==> src/rtl/riscv_dbus_arbiter_pkg.sv <==
// riscv_dbus_arbiter_pkg
//   Shared definitions for the data-bus arbiter: write-size codes and their
//   width (mirroring the cache write encoding), data width, the arbiter
//   state encoding and the two-way round-robin pick function.
package riscv_dbus_arbiter_pkg;

   localparam int DATA_W            = 32;
   localparam int CACHE_D_WRITE_LEN = 2;

   localparam logic [CACHE_D_WRITE_LEN-1:0] CACHE_D_WRITE_SB = 2'd0;
   localparam logic [CACHE_D_WRITE_LEN-1:0] CACHE_D_WRITE_SH = 2'd1;
   localparam logic [CACHE_D_WRITE_LEN-1:0] CACHE_D_WRITE_SW = 2'd2;

   typedef enum logic [1:0] {
      DBUS_ARB_IDLE   = 2'd0,
      DBUS_ARB_ACCESS = 2'd1,
      DBUS_ARB_WAIT   = 2'd2,
      DBUS_ARB_DONE   = 2'd3
   } dbus_arb_state_t;

   // Index of the winning master. A lone requester always wins; on a tie the
   // master that was not granted last time wins.
   function automatic logic rr_pick(input logic [1:0] req, input logic last);
      logic pick;
      case (req)
         2'b11:   pick = ~last;
         2'b10:   pick = 1'b1;
         default: pick = 1'b0;
      endcase
      return pick;
   endfunction

endpackage

==> src/rtl/riscv_dbus_arbiter_if.sv <==
// riscv_dbus_arbiter_if
//   Bundle of the two master request ports and the single slave port.
//   modport slave  : the arbiter's view (takes requests, drives the slave).
//   modport master : the requesters' and memory's view (the reverse).
interface riscv_dbus_arbiter_if;
   import riscv_dbus_arbiter_pkg::*;

   logic                         m0_req,   m1_req;
   logic                         m0_we,    m1_we;
   logic [CACHE_D_WRITE_LEN-1:0] m0_write, m1_write;
   logic [DATA_W-1:0]            m0_addr,  m1_addr;
   logic [DATA_W-1:0]            m0_wdata, m1_wdata;
   logic                         m0_gnt,   m1_gnt;
   logic                         m0_done,  m1_done;
   logic [DATA_W-1:0]            m_rdata;

   logic                         s_write_en;
   logic [CACHE_D_WRITE_LEN-1:0] s_write;
   logic [DATA_W-1:0]            s_addr;
   logic [DATA_W-1:0]            s_wdata;
   logic [DATA_W-1:0]            s_rdata;

   modport slave (
      input  m0_req, m1_req, m0_we, m1_we, m0_write, m1_write,
             m0_addr, m1_addr, m0_wdata, m1_wdata, s_rdata,
      output m0_gnt, m1_gnt, m0_done, m1_done, m_rdata,
             s_write_en, s_write, s_addr, s_wdata
   );

   modport master (
      output m0_req, m1_req, m0_we, m1_we, m0_write, m1_write,
             m0_addr, m1_addr, m0_wdata, m1_wdata, s_rdata,
      input  m0_gnt, m1_gnt, m0_done, m1_done, m_rdata,
             s_write_en, s_write, s_addr, s_wdata
   );

endinterface

==> src/rtl/riscv_rr_arbiter2.sv <==
// riscv_rr_arbiter2
//   Two-way round-robin arbiter: combinational pick plus registered pointer
//   to the most recently granted master.
//   clk, rst : clock, synchronous active-high reset (pointer -> master 1)
//   req      : request vector {m1, m0}
//   upd      : strobe; load upd_idx into the pointer
//   upd_idx  : index of the master just granted
//   any      : at least one request is present
//   pick     : index of the winner
module riscv_rr_arbiter2
   import riscv_dbus_arbiter_pkg::*;
(
   input  logic       clk,
   input  logic       rst,
   input  logic [1:0] req,
   input  logic       upd,
   input  logic       upd_idx,
   output logic       any,
   output logic       pick
);

   logic last_q;

   assign any  = |req;
   assign pick = rr_pick(req, last_q);

   // Reset to master 1 so master 0 wins the first tie.
   always_ff @(posedge clk) begin
      if (rst)
         last_q <= 1'b1;
      else if (upd)
         last_q <= upd_idx;
   end

endmodule

==> src/rtl/riscv_dbus_arbiter.sv <==
// riscv_dbus_arbiter
//   Grants the data-bus slave port to one of two masters at a time
//   (round-robin), runs exactly one slave transaction and reports completion
//   with a one-cycle done pulse carrying read data.
//   RD_LAT : cycles from slave address to valid s_rdata (0..3)
//   clk    : system clock
//   rst    : synchronous active-high reset; aborts any transaction
//   bus    : master request ports and slave port (slave modport)
module riscv_dbus_arbiter
   import riscv_dbus_arbiter_pkg::*;
#(
   parameter int RD_LAT = 1
)
(
   input  logic                 clk,
   input  logic                 rst,
   riscv_dbus_arbiter_if.slave  bus
);

   // WAIT lasts RD_LAT cycles; the counter runs from RD_LAT-1 down to 0.
   localparam logic [1:0] WAIT_LOAD = (RD_LAT > 0) ? 2'(RD_LAT - 1) : 2'd0;

   dbus_arb_state_t              state_q, state_d;
   logic [1:0]                   cnt_q, cnt_d;
   logic                         cmd_mst_q;
   logic                         cmd_we_q;
   logic [CACHE_D_WRITE_LEN-1:0] cmd_write_q;
   logic [DATA_W-1:0]            cmd_addr_q;
   logic [DATA_W-1:0]            cmd_wdata_q;
   logic [DATA_W-1:0]            rdata_q;
   logic                         arb_any;
   logic                         arb_pick;
   logic                         load_cmd;
   logic                         capture;

   riscv_rr_arbiter2 u_rr (
      .clk     (clk),
      .rst     (rst),
      .req     ({bus.m1_req, bus.m0_req}),
      .upd     (state_q == DBUS_ARB_ACCESS),
      .upd_idx (cmd_mst_q),
      .any     (arb_any),
      .pick    (arb_pick)
   );

   always_comb begin
      state_d  = state_q;
      cnt_d    = cnt_q;
      load_cmd = 1'b0;
      capture  = 1'b0;
      case (state_q)
         DBUS_ARB_IDLE: begin
            if (arb_any) begin
               load_cmd = 1'b1;
               state_d  = DBUS_ARB_ACCESS;
            end
         end
         DBUS_ARB_ACCESS: begin
            if (cmd_we_q) begin
               state_d = DBUS_ARB_DONE;
            end else if (RD_LAT == 0) begin
               capture = 1'b1;
               state_d = DBUS_ARB_DONE;
            end else begin
               cnt_d   = WAIT_LOAD;
               state_d = DBUS_ARB_WAIT;
            end
         end
         DBUS_ARB_WAIT: begin
            if (cnt_q == 2'd0) begin
               capture = 1'b1;
               state_d = DBUS_ARB_DONE;
            end else begin
               cnt_d = cnt_q - 2'd1;
            end
         end
         DBUS_ARB_DONE: begin
            // Re-arbitrate here so back-to-back requests see no idle bubble.
            if (arb_any) begin
               load_cmd = 1'b1;
               state_d  = DBUS_ARB_ACCESS;
            end else begin
               state_d = DBUS_ARB_IDLE;
            end
         end
         default: state_d = DBUS_ARB_IDLE;
      endcase
   end

   always_ff @(posedge clk) begin
      if (rst) begin
         state_q     <= DBUS_ARB_IDLE;
         cnt_q       <= 2'd0;
         cmd_mst_q   <= 1'b0;
         cmd_we_q    <= 1'b0;
         cmd_write_q <= CACHE_D_WRITE_SW;
         cmd_addr_q  <= '0;
         cmd_wdata_q <= '0;
         rdata_q     <= '0;
      end else begin
         state_q <= state_d;
         cnt_q   <= cnt_d;
         if (load_cmd) begin
            cmd_mst_q   <= arb_pick;
            cmd_we_q    <= arb_pick ? bus.m1_we    : bus.m0_we;
            cmd_write_q <= arb_pick ? bus.m1_write : bus.m0_write;
            cmd_addr_q  <= arb_pick ? bus.m1_addr  : bus.m0_addr;
            cmd_wdata_q <= arb_pick ? bus.m1_wdata : bus.m0_wdata;
         end
         if (capture)
            rdata_q <= bus.s_rdata;
      end
   end

   assign bus.m0_gnt     = (state_q == DBUS_ARB_ACCESS) && !cmd_mst_q;
   assign bus.m1_gnt     = (state_q == DBUS_ARB_ACCESS) &&  cmd_mst_q;
   assign bus.m0_done    = (state_q == DBUS_ARB_DONE)   && !cmd_mst_q;
   assign bus.m1_done    = (state_q == DBUS_ARB_DONE)   &&  cmd_mst_q;
   assign bus.m_rdata    = rdata_q;
   assign bus.s_write_en = (state_q == DBUS_ARB_ACCESS) && cmd_we_q;
   assign bus.s_write    = cmd_write_q;
   assign bus.s_addr     = cmd_addr_q;
   assign bus.s_wdata    = cmd_wdata_q;

endmodule

==> src/flat_wrapper.sv <==
// flat-port wrapper written by rule: the top's interface ports become plain ports
module riscv_dbus_arbiter_flat import riscv_dbus_arbiter_pkg::*;
#(
   parameter int RD_LAT = 1
)
  (clk, rst, bus_m0_req, bus_m1_req, bus_m0_we, bus_m1_we, bus_m0_write, bus_m1_write, bus_m0_addr, bus_m1_addr, bus_m0_wdata, bus_m1_wdata, bus_s_rdata, bus_m0_gnt, bus_m1_gnt, bus_m0_done, bus_m1_done, bus_m_rdata, bus_s_write_en, bus_s_write, bus_s_addr, bus_s_wdata);
  riscv_dbus_arbiter_if bus_i ();
  input  logic clk;
  input  logic rst;
  input wire logic [$bits(bus_i.m0_req)-1:0] bus_m0_req;
  input wire logic [$bits(bus_i.m1_req)-1:0] bus_m1_req;
  input wire logic [$bits(bus_i.m0_we)-1:0] bus_m0_we;
  input wire logic [$bits(bus_i.m1_we)-1:0] bus_m1_we;
  input wire logic [$bits(bus_i.m0_write)-1:0] bus_m0_write;
  input wire logic [$bits(bus_i.m1_write)-1:0] bus_m1_write;
  input wire logic [$bits(bus_i.m0_addr)-1:0] bus_m0_addr;
  input wire logic [$bits(bus_i.m1_addr)-1:0] bus_m1_addr;
  input wire logic [$bits(bus_i.m0_wdata)-1:0] bus_m0_wdata;
  input wire logic [$bits(bus_i.m1_wdata)-1:0] bus_m1_wdata;
  input wire logic [$bits(bus_i.s_rdata)-1:0] bus_s_rdata;
  output wire logic [$bits(bus_i.m0_gnt)-1:0] bus_m0_gnt;
  output wire logic [$bits(bus_i.m1_gnt)-1:0] bus_m1_gnt;
  output wire logic [$bits(bus_i.m0_done)-1:0] bus_m0_done;
  output wire logic [$bits(bus_i.m1_done)-1:0] bus_m1_done;
  output wire logic [$bits(bus_i.m_rdata)-1:0] bus_m_rdata;
  output wire logic [$bits(bus_i.s_write_en)-1:0] bus_s_write_en;
  output wire logic [$bits(bus_i.s_write)-1:0] bus_s_write;
  output wire logic [$bits(bus_i.s_addr)-1:0] bus_s_addr;
  output wire logic [$bits(bus_i.s_wdata)-1:0] bus_s_wdata;
  assign bus_i.m0_req = bus_m0_req;
  assign bus_i.m1_req = bus_m1_req;
  assign bus_i.m0_we = bus_m0_we;
  assign bus_i.m1_we = bus_m1_we;
  assign bus_i.m0_write = bus_m0_write;
  assign bus_i.m1_write = bus_m1_write;
  assign bus_i.m0_addr = bus_m0_addr;
  assign bus_i.m1_addr = bus_m1_addr;
  assign bus_i.m0_wdata = bus_m0_wdata;
  assign bus_i.m1_wdata = bus_m1_wdata;
  assign bus_i.s_rdata = bus_s_rdata;
  assign bus_m0_gnt = bus_i.m0_gnt;
  assign bus_m1_gnt = bus_i.m1_gnt;
  assign bus_m0_done = bus_i.m0_done;
  assign bus_m1_done = bus_i.m1_done;
  assign bus_m_rdata = bus_i.m_rdata;
  assign bus_s_write_en = bus_i.s_write_en;
  assign bus_s_write = bus_i.s_write;
  assign bus_s_addr = bus_i.s_addr;
  assign bus_s_wdata = bus_i.s_wdata;
  riscv_dbus_arbiter #(.RD_LAT(RD_LAT)) u_core (.clk(clk), .rst(rst), .bus(bus_i));
endmodule
==> config.mk <==
export PLATFORM = sky130hd
export DESIGN_NAME = riscv_dbus_arbiter_flat
export DESIGN_NICKNAME = d
export VERILOG_FILES = /design/src/rtl/riscv_dbus_arbiter_pkg.sv /design/src/rtl/riscv_dbus_arbiter_if.sv /design/src/rtl/riscv_rr_arbiter2.sv /design/src/rtl/riscv_dbus_arbiter.sv /design/src/flat_wrapper.sv
export SDC_FILE = /design/constraint.sdc
export NUM_CORES = 1
export LEC_CHECK = 0
export BUFFER_PORTS_ARGS = -buffer_cell sky130_fd_sc_hd__buf_2
export CORE_AREA = 2 2 107 109
export CTS_BUF_LIST = sky130_fd_sc_hd__clkbuf_8
export DETAILED_ROUTE_END_ITERATION = 10
export DIE_AREA = 0 0 109 111
export GPL_ROUTABILITY_DRIVEN = 0
export PLACE_DENSITY = 0.79
export SYNTH_ARGS = -nofsm -noshare
export SYNTH_HDL_FRONTEND = slang
export SYNTH_HIERARCHICAL = 1
export SYNTH_SLANG_ARGS = --single-unit
==> constraint.sdc <==
create_clock -name clk -period 4.83 [get_ports clk]
set_clock_uncertainty 0.1 [all_clocks]
set_input_delay 0 -clock clk [delete_from_list [all_inputs] [get_ports clk]]
set_output_delay 0 -clock clk [all_outputs]
set_load 0.02 [all_outputs]
==> flow_metrics.env <==
export IMPL_power_density_mw_per_mm2=535
export IMPL_fillerInstances=780
export IMPL_grt_pass1_vias=5141
export IMPL_layout_nets=1076
export IMPL_ant_nets=0
export IMPL_cts_buffers_inserted=9
export IMPL_drv_max_cap_violation_count=0
export IMPL_crit_type="register to register"
export IMPL_post_cts_buffers=0
export IMPL_syn_inst=489
export IMPL_finalCritPeriodShare=0.511
export IMPL_clk_latency_ns=0.36
export IMPL_instances_no_fill=1049
export IMPL_grt_max_degree=83
export IMPL_hp_start="rst"
export IMPL_grt_antenna_before_repair=0
export IMPL_hp_class="primary input to register"
export IMPL_worstPathRequired_ns=4.99
export IMPL_grt_usage=0.255
export IMPL_synth_edff_count=0
export IMPL_peakVddDrop_v=0.000310
export IMPL_cts_tree="built"
export IMPL_syn_to_final_growth_pct=67.8
export IMPL_switching_share=0.444
export IMPL_die_x_um=109
export IMPL_setup_viol_count_final=0
export IMPL_htreeDepth=3
export IMPL_avgSynthCellArea_um2=9.61
export IMPL_combPwrFrac=0.522
export IMPL_ff2ff_path_depth=5
export IMPL_wirelength_mm=15.9
export IMPL_maxSlewHeadroom=0.250
export IMPL_finalInstanceArea_mm2=0.00788
export IMPL_timing_hold_ws_ns=0.0442
export IMPL_grt_pass1_wl_mm=24.5
export IMPL_worst_pin_slew_ns=1.12
export IMPL_num_rows=39
export IMPL_netSwitchingPower_mw=1.87
export IMPL_endpoint_kind="register"
export IMPL_post_dp_cell_area_mm2=0.00598
export IMPL_report_final_hold_viol_count=0
export IMPL_drc=0
export IMPL_netlist_area_mm2=0.00470
export IMPL_clk_root_buffer_cell="clkbuf_8"
export IMPL_cp_start_kind="register"
export IMPL_layout_drive_gt1_share=0.361
export IMPL_cts_sinks=105
export IMPL_yosysWarningCount=6
export IMPL_slew_violations=0
export IMPL_dp_hpwl_mm=8.46
export IMPL_p_seq_frac=0.330
export IMPL_start_util=0.424
export IMPL_finalSetupTns_ns=0
export IMPL_path_max_fanout=35
export IMPL_synth_seq_cells=105
export IMPL_ys_types=30
export IMPL_r2r_end="u_core/bus.s_write[1]$_SDFFE_PP1P_"
export IMPL_coreArea_mm2=0.0111
export IMPL_r2r_start="u_core/u_rr/last_q$_SDFFE_PP1P_"
export IMPL_antenna_cells=0
export IMPL_cts_buffer_depth=2
export IMPL_path_clk_slew_ns=0.10
export IMPL_port_buffers=272
export IMPL_worstHoldPathCells=2
export IMPL_max_freq_mhz=405
export IMPL_die_h_um=111
export IMPL_p_int_mw=2.35
export IMPL_drt_pass1_iterations=5
export IMPL_synth_ff_type="dfxtp_1"
export IMPL_viasPerCell=4.94
export IMPL_io_pins=273
export IMPL_worst_endpoint_arrival_ns=2.63
export IMPL_vias=5183
export IMPL_async_flop_share=0
export IMPL_status="complete, no violations"
export IMPL_pwr_share_clk=0.149
export IMPL_grt_overflow=0
export IMPL_drt_iter0_markers=255
export IMPL_startpoint="u_core/u_rr/last_q$_SDFFE_PP1P_"
export IMPL_min_period_ns=2.47
export IMPL_seq_area_frac_synth=0.448
export IMPL_placed_cells=866
export IMPL_p_leak_nw=3.64
export IMPL_r2r_slack_ns=2.36
export IMPL_hold_end="u_core/cmd_mst_q$_SDFFE_PP0P_"
export IMPL_rsz0062_at_grt="no"
export IMPL_die_area_mm2=0.0121
export IMPL_wl_per_cell_um=15.2
export IMPL_synth_nets=664
==> state kept, by name (all words and copies together), names as in the netlist <==
signal              flops
u_core/cnt_q            2
u_core/bus.s_write      2
u_core/state_q          2
u_core/bus.s_wdata     32
u_core/cmd_mst_q        1
u_core/bus.m_rdata     32
u_core/bus.s_addr      32
u_core/cmd_we_q         1
u_core/u_rr/last_q      1
==> power by group through the flow <==
stage	Combinational [mW]	Sequential (mW)	Clock [mW]
2_1_floorplan	1.13	1.78	0
3_3_place_gp	1.95	1.39	0
3_5_place_dp	1.99	1.39	0
4_1_cts	2.15	1.38	0.644
5_1_grt	2.37	1.43	0.678
6_report	2.20	1.39	0.627
==> metrics by stage <==
stage / util / setup slack (ns) / total power [mW]
5_1_grt: 0.712 / 2.31 / 4.47
4_1_cts: 0.712 / 2.40 / 4.17
6_report: 0.712 / 2.36 / 4.22
3_5_place_dp: 0.540 / 2.65 / 3.38
2_1_floorplan: - / 3.25 / 2.91
3_3_place_gp: 0.540 / 2.72 / 3.34
==> worst max-delay path, cell delays in order, from the launching register on <==
cell	delay, ns
dfxtp_1	0.34
a21boi_4	0.14
buf_4	0.51
mux2_1	0.38
dlygate4sd3_1	0.57
a211o_1	0.29
==> repair_timing <==
action,CTS,global route
hold buffers,167,0
resized for setup,0,0
endpoints found under the hold margin,100,0
==> how the worst max path moves through the flow <==
stage                                                endpoint
after floorplan            u_core/bus.s_wdata[2]$_SDFFE_PP0P_
after global placement    u_core/bus.m_rdata[15]$_SDFFE_PP0P_
after detailed placement   u_core/bus.s_addr[23]$_SDFFE_PP0P_
after CTS                  u_core/bus.s_write[1]$_SDFFE_PP1P_
after global routing       u_core/bus.s_write[1]$_SDFFE_PP1P_
final                      u_core/bus.s_write[1]$_SDFFE_PP1P_
==> logic make-up after synthesis <==
logic type	Yosys count	synth area share
fa+ha+maj	5	0.0133
compound gates	111	0.192
mux	69	0.147
flops	105	0.448
simple gates	152	0.132
buf+inv	47	0.0685
==> per-layer routing <==
layer,global-route usage,share of wire
met1,0.271,0.38
met2,0.474,0.52
met3,0.0564,0.078
met4,0.106,0.027
met5,0,0
==> cell type report <==
cell class | count | area [um^2] | share of cell area
Timing Repair Buffer | 444 | 3070 | 0.390
Multi-Input combinational cell | 337 | 2280 | 0.290
Sequential cell | 105 | 2100 | 0.267
Tap cell | 143 | 179 | 0.0227
Clock buffer | 9 | 124 | 0.0157
Clock inverter | 7 | 106 | 0.0135
Inverter | 4 | 15.0 | 0.00190
==> placed cells by master, fill, tap and decap left out, drive strengths merged, types with 2 or more instances in the layout <==
cell type / n
a211o: 2
a211oi: 67
a21oi: 35
and2: 5
buf: 277
bufinv: 2
clkbuf: 9
dfxtp: 105
dlygate4sd3: 167
ha: 5
inv: 8
mux2i: 68
nand2: 65
nand2b: 2
nor2: 70
nor2b: 6
o21ai: 3
==> cell usage after synthesis, types with 3 or more instances <==
master | n | share of area
buf_2 | 16 | 0.017
dfxtp_1 | 105 | 0.45
buf_12 | 4 | 0.017
and2_1 | 5 | 0.0067
nor2b_1 | 5 | 0.0067
ha_1 | 5 | 0.013
clkbuf_1 | 10 | 0.0080
buf_4 | 10 | 0.016
a211oi_2 | 31 | 0.083
nor2_1 | 70 | 0.056
a211oi_1 | 36 | 0.058
inv_1 | 4 | 0.0032
a21oi_1 | 35 | 0.037
mux2i_1 | 68 | 0.14
nand2_1 | 65 | 0.052
buf_6 | 3 | 0.0072
Power figures use the tool's default switching activity.
